File: src/rtl/hazard_scoreboard_unit.sv
// Hazard/forwarding controller: shadows E/M/W destination tags, resolves youngest-producer
// forwarding selects for D/E/M operands, and interlocks HI/LO users against the MD unit.
module hazard_scoreboard_unit #(
    parameter int STAGES   = 3,
    parameter int TNEW_W   = 2,
    parameter int MULT_LAT = 5,
    parameter int DIV_LAT  = 10,
    parameter int SEL_W    = $clog2(STAGES + 1)
) (
    input  logic              clk,
    input  logic              reset,
    input  logic              flush,
    input  logic [4:0]        D_Rs,
    input  logic [4:0]        D_Rt,
    input  logic [TNEW_W-1:0] D_Tuse_Rs,
    input  logic [TNEW_W-1:0] D_Tuse_Rt,
    input  logic [4:0]        D_A3,
    input  logic              D_RegWrite,
    input  logic [TNEW_W-1:0] D_Tnew,
    input  logic              D_MDStart,
    input  logic              D_MDIsDiv,
    input  logic              D_MDUse,
    output logic              Stall,
    output logic [SEL_W-1:0]  D_FwdRs,
    output logic [SEL_W-1:0]  D_FwdRt,
    output logic [SEL_W-1:0]  E_FwdRs,
    output logic [SEL_W-1:0]  E_FwdRt,
    output logic [SEL_W-1:0]  M_FwdRt,
    output logic              MDBusy
);

    localparam int MD_MAX = (MULT_LAT > DIV_LAT) ? MULT_LAT : DIV_LAT;
    localparam int CNT_W  = $clog2(MD_MAX + 1);

    typedef struct packed {
        logic              valid;
        logic [4:0]        a3;
        logic [TNEW_W-1:0] tnew;
        logic              mdstart;
        logic              mddiv;
        logic [4:0]        rs;
        logic [4:0]        rt;
    } entry_t;

    typedef struct packed {
        logic              hit;
        logic [TNEW_W-1:0] tnew;
        logic [SEL_W-1:0]  sel;
    } match_t;

    entry_t           ent_q [STAGES];
    entry_t           ent_d [STAGES];
    logic [CNT_W-1:0] md_cnt_q, md_cnt_d;

    // Scanning oldest to youngest lets the lowest-k producer overwrite older (shadowed) ones.
    function automatic match_t youngest(input logic [4:0] src, input int lo);
        match_t m;
        m = '0;
        for (int k = STAGES - 1; k >= 0; k--) begin
            if (k >= lo && ent_q[k].valid && ent_q[k].a3 == src && src != 5'd0) begin
                m.hit  = 1'b1;
                m.tnew = ent_q[k].tnew;
                m.sel  = SEL_W'(k + 1);
            end
        end
        return m;
    endfunction

    match_t m_d_rs, m_d_rt, m_e_rs, m_e_rt, m_m_rt;
    logic   stall_rs, stall_rt, stall_md;

    always_comb begin
        m_d_rs = youngest(D_Rs, 0);
        m_d_rt = youngest(D_Rt, 0);
        m_e_rs = youngest(ent_q[0].rs, 1);
        m_e_rt = youngest(ent_q[0].rt, 1);
        m_m_rt = youngest(ent_q[1].rt, 2);

        stall_rs = m_d_rs.hit && (m_d_rs.tnew > D_Tuse_Rs);
        stall_rt = m_d_rt.hit && (m_d_rt.tnew > D_Tuse_Rt);
        stall_md = D_MDUse && ((md_cnt_q != '0) || ent_q[0].mdstart);
        Stall    = !flush && (stall_rs || stall_rt || stall_md);

        D_FwdRs = (m_d_rs.hit && m_d_rs.tnew == '0) ? m_d_rs.sel : '0;
        D_FwdRt = (m_d_rt.hit && m_d_rt.tnew == '0) ? m_d_rt.sel : '0;
        E_FwdRs = (m_e_rs.hit && m_e_rs.tnew == '0) ? m_e_rs.sel : '0;
        E_FwdRt = (m_e_rt.hit && m_e_rt.tnew == '0) ? m_e_rt.sel : '0;
        M_FwdRt = (m_m_rt.hit && m_m_rt.tnew == '0) ? m_m_rt.sel : '0;
        MDBusy  = (md_cnt_q != '0);
    end

    always_comb begin
        for (int k = 0; k < STAGES; k++) begin
            ent_d[k] = '0;
        end
        if (!Stall && !flush) begin
            ent_d[0].valid   = D_RegWrite && (D_A3 != 5'd0);
            ent_d[0].a3      = D_A3;
            ent_d[0].tnew    = D_Tnew;
            ent_d[0].mdstart = D_MDStart;
            ent_d[0].mddiv   = D_MDIsDiv;
            ent_d[0].rs      = D_Rs;
            ent_d[0].rt      = D_Rt;
        end
        for (int k = 1; k < STAGES; k++) begin
            if (!flush) begin
                ent_d[k] = ent_q[k-1];
                if (ent_q[k-1].tnew != '0) begin
                    ent_d[k].tnew = ent_q[k-1].tnew - 1'b1;
                end
            end
        end

        md_cnt_d = md_cnt_q;
        if (flush) begin
            md_cnt_d = '0;
        end else if (ent_q[0].mdstart) begin
            md_cnt_d = ent_q[0].mddiv ? CNT_W'(DIV_LAT) : CNT_W'(MULT_LAT);
        end else if (md_cnt_q != '0) begin
            md_cnt_d = md_cnt_q - 1'b1;
        end
    end

    always_ff @(posedge clk or posedge reset) begin
        if (reset) begin
            for (int k = 0; k < STAGES; k++) begin
                ent_q[k] <= '0;
            end
            md_cnt_q <= '0;
        end else begin
            for (int k = 0; k < STAGES; k++) begin
                ent_q[k] <= ent_d[k];
            end
            md_cnt_q <= md_cnt_d;
        end
    end

endmodule

File: config.mk
export PLATFORM = sky130hd
export DESIGN_NAME = hazard_scoreboard_unit
export DESIGN_NICKNAME = d
export VERILOG_FILES = /design/src/rtl/hazard_scoreboard_unit.sv
export SDC_FILE = /design/constraint.sdc
export NUM_CORES = 1
export LEC_CHECK = 0
export CAP_MARGIN = 15
export CORE_ASPECT_RATIO = 0.75
export CORE_MARGIN = 2
export CORE_UTILIZATION = 50
export CTS_CLUSTER_DIAMETER = 150
export DETAILED_ROUTE_END_ITERATION = 10
export PLACE_DENSITY = 0.87
export SYNTH_ARGS = -nofsm -noshare
export SYNTH_HDL_FRONTEND = slang
export SYNTH_SLANG_ARGS = --single-unit
File: constraint.sdc
create_clock -name clk -period 3.1 [get_ports clk]
set_clock_uncertainty 0.1 [all_clocks]
set_input_delay 0.31 -clock clk [delete_from_list [all_inputs] [get_ports clk]]
set_output_delay 0.31 -clock clk [all_outputs]
set_load 0.1 [all_outputs]
## After elaboration in Yosys (flattened, before gate mapping)

Index checks and enable logic that the tools add are counted.

- Output and inout bits: 12
- Logic and storage cells: 112
- Flip-flop bits (word level): 52
- Memories kept: 0
- ROM bits: 0
- Bits of input ports: 28
- Bits in latches: 0
- Memory bits (writable): 0

- Reduce and logical (&&, ||, !) cells: 53
- Divide/modulo/power cells: 0
- Bitwise logic cells: 0
- Shift operators: 0
- $mul: 0
- Mux-type cells: 25
- Equal/unequal tests: 11
- Add/subtract/negate cells: 3
- $lt $le $gt $ge: 2

Operator list:

| operator | count |
|---|---|
| two-way mux 20 bit | 3 |
| == test 5 bit | 11 |
| two-way mux 5 bit | 11 |
| logical AND 1 bit | 33 |
| nonzero test 5 bit | 6 |
| two-way mux 4 bit | 4 |
| two-way mux 2 bit | 7 |
| logical NOT 2 bit | 5 |
| greater-than comparator 2 bit | 2 |
| nonzero test 2 bit | 2 |
| nonzero test 4 bit | 1 |
| subtractor 2 x 1 -> 2 bit, second input constant | 2 |
| subtractor 4 x 1 -> 4 bit, second input constant | 1 |
| logical OR 1 bit | 3 |
| nonzero test 3 bit | 1 |
| logical NOT 1 bit | 2 |

## Depth between registers and ports, before layout

- Word-level depth: 14
- Gate-level depth with buffers: 15
- Gate-level depth less buffers: 13

## Worst setup path after synthesis

Ideal clock, no wire load.

- Path type: flip-flop to output port
- Start: register ent_q[15] (netlist name)
- End: output E_FwdRs[1]
- Cell stages (with the launch flop): 6
- Buffers on the path: 1
- Setup slack: -3.973 ns
- Data required time: 2.690 ns
- Arrival time: 6.663 ns
- Cell sequence: dfrtp_1 > clkbuf_1 > xnor2_1 > nand4_1 > a2111oi_0 > nand2b_1

- Cells in the longest elaborated chain, start to end: 8

Ends and longest elaborated chain:

| element | line | RTL |
|---|---|---|
| from (decl) | 51 | `entry_t ent_q [STAGES];` |
| from (signal, indexed assignment) | 132 | `ent_q[k] <= ent_d[k];` |
| == test 5 bit * | 60 | `if (k >= lo && ent_q[k].valid && ent_q[k].a3 == src && src != 5'd0) begin` |
| logical AND 1 bit * (2 in series) | 60 |  |
| two-way mux 5 bit * (2 in series) | 60 |  |
| logical NOT 2 bit | 86 | `E_FwdRs = (m_e_rs.hit && m_e_rs.tnew == '0) ? m_e_rs.sel : '0;` |
| logical AND 1 bit | 86 |  |
| two-way mux 2 bit * | 86 |  |
| to (decl) | 26 | `output logic [SEL_W-1:0] E_FwdRs,` |

Mark *: on every way between the ends. The rest lies on a longest branch, timed or not.

## Worst setup path after layout

- Start: register ent_q[37] (netlist name)
- End: output D_FwdRt[1]

- Cells in the longest elaborated chain, start to end: 8

Ends and longest elaborated chain:

| element | line | RTL |
|---|---|---|
| == test 5 bit * | 60 |  |
| logical AND 1 bit * (2 in series) | 60 |  |
| two-way mux 5 bit * (2 in series) | 60 |  |
| logical NOT 2 bit | 85 | `D_FwdRt = (m_d_rt.hit && m_d_rt.tnew == '0) ? m_d_rt.sel : '0;` |
| logical AND 1 bit | 85 |  |
| two-way mux 2 bit * | 85 |  |
| to (decl) | 25 | `output logic [SEL_W-1:0] D_FwdRt,` |

Marks and branches as above.

==> impl_results.md <==
- Outcome: complete, but fails checks
- Failing checks: setup timing
- Final Max Slew Viols: 0
- I/O pins: 40
- Initial antenna violation count: 0
- CP max-delay cell: dfrtp_2
- Worst-path fanout max: 4
- Clock transition at the registers of the reported paths: 0.09 ns
- Critical Path Max Stage Delay: 0.46 ns
- Post-Synth XOR/XNOR Area: 18.0%
- Slew HR: 46.7%
- Cells along the critical path: xnor2_1 > nand4_1 > nor3_4 > nand3b_1 > a31oi_4 > buf_4 > buf_4 > buf_4 > buf_4 > nor3_4 > buf_12
- Count of cell types in the netlist: 39
- DR DRC count: 0
- Setup crit start kind: flop
- Post-synthesis mux area share: 0.428%
- Endpoints failing setup: 23
- EDFF count, synth: 0
- Clock power share: 24.3%
- Post-DP HPWL: 4.89 mm
- Compound-gate portion of the synthesized area: 6.71%
- Htree depth: 2
- Layout cells sized above 1: 36.4%
- Largest net degree at the start of global routing: 46
- Post-synthesis net count: 306
- DR WL/cell: 19.9 um
- Cell Pwr Density: 485 nW/um^2
- Switching share of power: 37.0%
- Clk sinks: 45
- #FFs+latches synth: 45
- Post-layout instance count excluding filler cells: 435
- Mapped cell area: 2630 um^2
- Register area share after synthesis: 42.8%
- Most frequent cells in the layout: buf_4 (59), dfrtp_1 (39), xnor2_1 (30), and2_1 (20)
- P&R area growth vs syn: 50.5%
- Final instance area: 3960 um^2
- Routability cong.: 0.909
- Port Buffers: 39
- Core area: 4980 um^2
- Tmin final: 3.37 ns
- RSZ-0062 raised after global routing: yes
- Worst Hold Depth: 2
- Fin crit share: 109%
- Area after DPL: 3460 um^2
- Clock latency at the later pin of the worst-skew pair: 0.31 ns
- Crit end category: output pin
- Max cap viols: 0
- Standard-cell row count: 22
- DRT antenna net count: 0
- Worst path bufs/invs: 5
- DIE WIDTH: 87.7 um
- Max VDD drop: 0.688 mV
- CP delay by family, top: simple AND/OR/NAND/NOR gates
- P_int: 1.21 mW
- Combinational Power Share: 36.6%
- DRT Wirelength: 8.64 mm
- NetSw: 710 uW
- Initial DRT Pass Iterations: 4
- First-pass GRT wire length: 11.7 mm
- Worst setup margin: -0.268 ns
- Worst slack at placement: -0.433 ns
- Post-Synth Adder-Cell Area: 2.38%
- Root Driver: clkbuf_8
- Starting Density: 52.8%
- Number of global-route vias before repair: 2450
- Mapped Avg Cell Area: 9.63 um^2
- Tot GR Track Use: 27.0%
- Die Y: 66.8 um
- Die ar.: 5860 um^2
- DR vias: 2492
- Post-synth top area share: 42.8%
- Num CTS Buffers: 5
- Mean number of vias per cell: 5.73
- Post-synth ARST share: 100%
- Initial DRC Count: 245
- CTS tree: yes
- Seq pwr share: 39.0%
- Cell repeated most along the worst path: buf_4
- R2R cell count: 15
- Cts hold-fix bufs: 0
- Total grt overflow: 0
- Inserted Diodes: 0
- Gate Count Post-Synth: 273
- Synth Warn #: 0
- Dpl cells: 407
- Largest family of logic cells by synthesized area: simple AND/OR/NAND/NOR gates
- Most common cell after layout, fill and taps aside: buf_4
- Post-layout nets: 395
- Crit Path Class: flop to output pin
- Maximum clock insertion buffer count: 2
- Synth Area in Simple Gates: 25.5%
- Static leakage: 1.76 nW
- Main synth FF type: dfrtp_1
- Fmax: 297 MHz
- Levels on crit path: 11
- Hold Path Class: input port to flop
- Fin. Hold Viols: 0
- Leading post-synthesis cells by cell area: dfrtp_1 (43%), xnor2_1 (13%), and2_1 (4.8%)
- Largest area contributor in the netlist: dfrtp_1
- Worst slew pin tran: 0.792 ns
- WP data required: 2.69 ns
- Critical path arrival: 2.96 ns
[synth_stat cells (all sizes together) (4+ instances only)]
library cell and number:
dfrtp 45, nand2 11, xor2 14, nand3b 6, clkbuf 14, inv 10
and2 20, nand4 7, a21oi 14, nor3 15, nor2b 17, nor4 7
xnor2 40, or3 4, ha 5, nor2 12
[registers in the layout, indices dropped and copies added (netlist names)]
name and flops:
md_cnt_q 4, ent_q 41
[worst paths after layout]
check	startpoint	end	slack [ns]
max	ent_q[37]	D_FwdRt[1]	-0.27
min	D_Rs[3]	ent_q[48]	0.25
max reg2reg	ent_q[14]	ent_q[59]	-0.10
min reg2reg	ent_q[52]	ent_q[32]	0.44
max in group asynchronous	reset	ent_q[37]	2.15
min in group asynchronous	reset	ent_q[51]	0.33
[layer usage]
layer	share of wire (%)	global-route usage [%]	wire length (um)	up-vias
met4	5.3	9.23	461	0
met5	0	0	0	-
li1	-	-	-	1092
met3	7.8	6.20	674	40
met2	48	45.2	4120	165
met1	39	34.6	3380	1195
[power by group through the flow]
stage	clock [mW]	sequential [mW]	combinational, mW
after CTS	0.472	0.742	0.658
after floorplan	0	0.719	0.485
after detailed placement	0	0.753	0.649
after global routing	0.496	0.759	0.749
after global placement	0	0.748	0.620
final	0.467	0.750	0.704
[worst reg2reg max path, cell delays in order, from the launching register on]
cell	delay [ns]
dfrtp_2	0.46
buf_6	0.14
xnor2_2	0.16
nand4_1	0.11
nor3_2	0.30
nand3b_1	0.23
a31oi_4	0.28
ha_4	0.25
a21oi_4	0.12
a21oi_2	0.04
o31a_1	0.12
buf_4	0.14
buf_4	0.12
nor4_2	0.16
buf_6	0.22
o311a_1	0.19
[per-stage QoR]
step                      util, %  hold WS (ns)  power [mW]  TNS, ns
after floorplan                 -         0.336        1.20   -0.283
after global placement       69.4         0.394        1.37    -4.81
after detailed placement     69.4         0.409        1.40    -6.00
after CTS                    75.8         0.261        1.87  -0.0606
after global routing         79.4         0.237        2.00    -4.70
final                        79.4         0.245        1.92    -1.99
[repair_timing]
| action | in CTS | in global routing |
|---|---|---|
| buffers inserted | 13 | 8 |
| hold endpoints to repair | 0 | 0 |
| pin swaps | 27 | 23 |
| endpoints found under the setup margin | 2 | 21 |
| resized for setup | 43 | 25 |
[area by class of cell]
type,instances,area (um^2)
Timing Repair Buffer,99,895
Tap cell,72,90.1
Clock buffer,5,68.8
Clock inverter,3,50.0
Inverter,10,37.5
Sequential cell,45,1130
Multi-Input combinational cell,201,1680
Fill cell,277,1020
[kinds of logic after synthesis]
family,Yosys count
adders and majority gates,5
muxes,1
AOI/OAI and AO/OA,28
and+or+nand+nor,113
DFF,45
xor gates and xnor gates,54
buffers and inverters,27
Note: power is estimated with default switching activity, not from simulation.
==> patch: new RTL, same settings <==
`TNEW_W`: 2 -> 4.
--- a/src/rtl/hazard_scoreboard_unit.sv
+++ b/src/rtl/hazard_scoreboard_unit.sv
@@ -2,7 +2,7 @@
 // forwarding selects for D/E/M operands, and interlocks HI/LO users against the MD unit.
 module hazard_scoreboard_unit #(
     parameter int STAGES   = 3,
-    parameter int TNEW_W   = 2,
+    parameter int TNEW_W   = 4,
     parameter int MULT_LAT = 5,
     parameter int DIV_LAT  = 10,
     parameter int SEL_W    = $clog2(STAGES + 1)
Interface: changed (resized D_Tnew, D_Tuse_Rs and D_Tuse_Rt); port bits go from 40 to 46. No check against the original RTL was run, so the function may have changed too.
==> patch against the unedited design <==
Global-route usage is essentially flat; synthesized area grew 28%; worst hold slack lost 100 ps; power grew 21%; sequential cell count grew 6; maximum frequency shrank 11%; routed wire length grew 21%; the run still ends with setup timing left; design area grew 22%; worst setup slack lost 430 ps.
==> patch: results (changes against the unedited design) <==
stage,metric,value,unit,change
synthesis,synth_common_cells,"51 x dfrtp_1, 47 x xnor2_1, 20 x inv_1",,
critical_path,rr_startpoint,ent_q[38],,
synthesis,synth_compound_area_share,9.926,%,+3.2 points
synthesis,synthXorXnorAreaFrac,15.04,%,-2.9 points
critical_path,r2r_slack,-450,ps,-350 ps
cells_and_area,buffers,111,,+12%
cells_and_area,ff_latch_area,1280,um2,+13%
cells_and_area,inverters,20,,+10
synthesis,synth.distinct_cells,53,,+36%
sta,fin_ws,-700.9,ps,-433.1 ps
cells_and_area,top_regs,"ent_q x47, md_cnt_q x4",,
synthesis,synthMuxAreaShare,2.556,%,+2.1 points
outcome,violations,setup timing,,
placement,place_congestion,0.9114,,+0.26%
placement,port_buffers,45,,+15%
cells_and_area,synthToLayoutAreaGrowth,43.26,%,
cells_and_area,final_nets,484,,+23%
sta,setup_viol,26,,+13%
die,die_w,98.92,um,+13%
synthesis,synthesis.nets,389,,+27%
critical_path,critPathMaxFanout,6,,+2
placement,place_inst,496,,+22%
synthesis,synth_adder_area_share,4.074,%,+1.7 points
synthesis,yosysSeqAreaShare,37.78,%,-5.0 points
critical_path,max_stage_delay,440,ps,-20 ps
grt,first_global_vias,3149,,+29%
sta,finalSetupTns,-10170,ps,-8183 ps
min_path,hp-class,in -> async,,
power_and_ir_drop,p_sw,0.9236,mW,+30%
synthesis,synth_area_leaders,"dfrtp_1 38%, xnor2_1 12%, ha_1 4.1%, nor2b_1 3.5%, nor3b_2 3.3%",,
cells_and_area,fillers,374,,+35%
sta,tightest_slew,759.1,ps,-32.53 ps
placement,place_ws,-816.5,ps,-383.4 ps
cells_and_area,drive_gt1_share,36.14,%,-0.23 points
power_and_ir_drop,pwr-share-comb,44.0,%,+7.4 points
detailed_routing,dr.pass1.iters,5,,+1
cells_and_area,multi_input_area,2228,um2,+32%
outcome,status,finished with violations,,
power_and_ir_drop,power.share.clock,17.1,%,-7.2 points
sta,holdWs,145.3,ps,-100.1 ps
grt,grt_usage,27.00,%,about the same
cells_and_area,comb.multi_input.count,250,,+24%
cts,clkTransAtPathRegs,100,ps,
cells_and_area,final_cells,521,,+20%
synthesis,syn_inst,344,,+26%
power_and_ir_drop,p_leak,2.105,nW,+20%
cells_and_area,final-nonclk-buf-share,21.98,%,-0.63 points
placement,place_area,4338,um2,+25%
critical_path,rr_endpoint,ent_q[56],,
power_and_ir_drop,power.density,480.0,nW/um2,-1.1%
placement,hpwl,6920,um,+42%
critical_path,r2r_cells,17,,+2
power_and_ir_drop,ir_drop,0.0003831,V,-44%
detailed_routing,wire_per_inst,20.01,um,+0.78%
detailed_routing,first_iter_violations,268,,+9.4%
[patch: changes by cell type after synthesis, sizes merged, moves of 6 or more]
cell	change
and2	-20
nor3b	+18
inv	+10
nor2	+9
xnor2	+7
dfrtp	+6
ha	+6
mux2	+6
[patch: metal layers]
metal	global-route usage [%]	up-vias	part of all wire [%]
met1	34.96	1512	40
met3	5.385	44	8.9
met5	0	-	0
met4	10.50	0	3.8
met2	45.65	188	47
li1	-	1386	-
[patch: what timing repair did]
action | CTS | global route
gates resized for setup | 37 | 24
setup endpoints to repair | 27 | 27
gates cloned | 1 | 2
setup buffers | 5 | 9
pin swaps | 19 | 27
[patch: worst max path at each step]
stage                    from     to  slack, ps
global route        ent_q[38]  Stall       -780
detailed placement    D_Rt[2]  Stall       -820
floorplan           ent_q[42]  Stall       -470
CTS                 ent_q[38]  Stall       -560
finish              ent_q[38]  Stall       -700
global placement      D_Rt[2]  Stall       -730
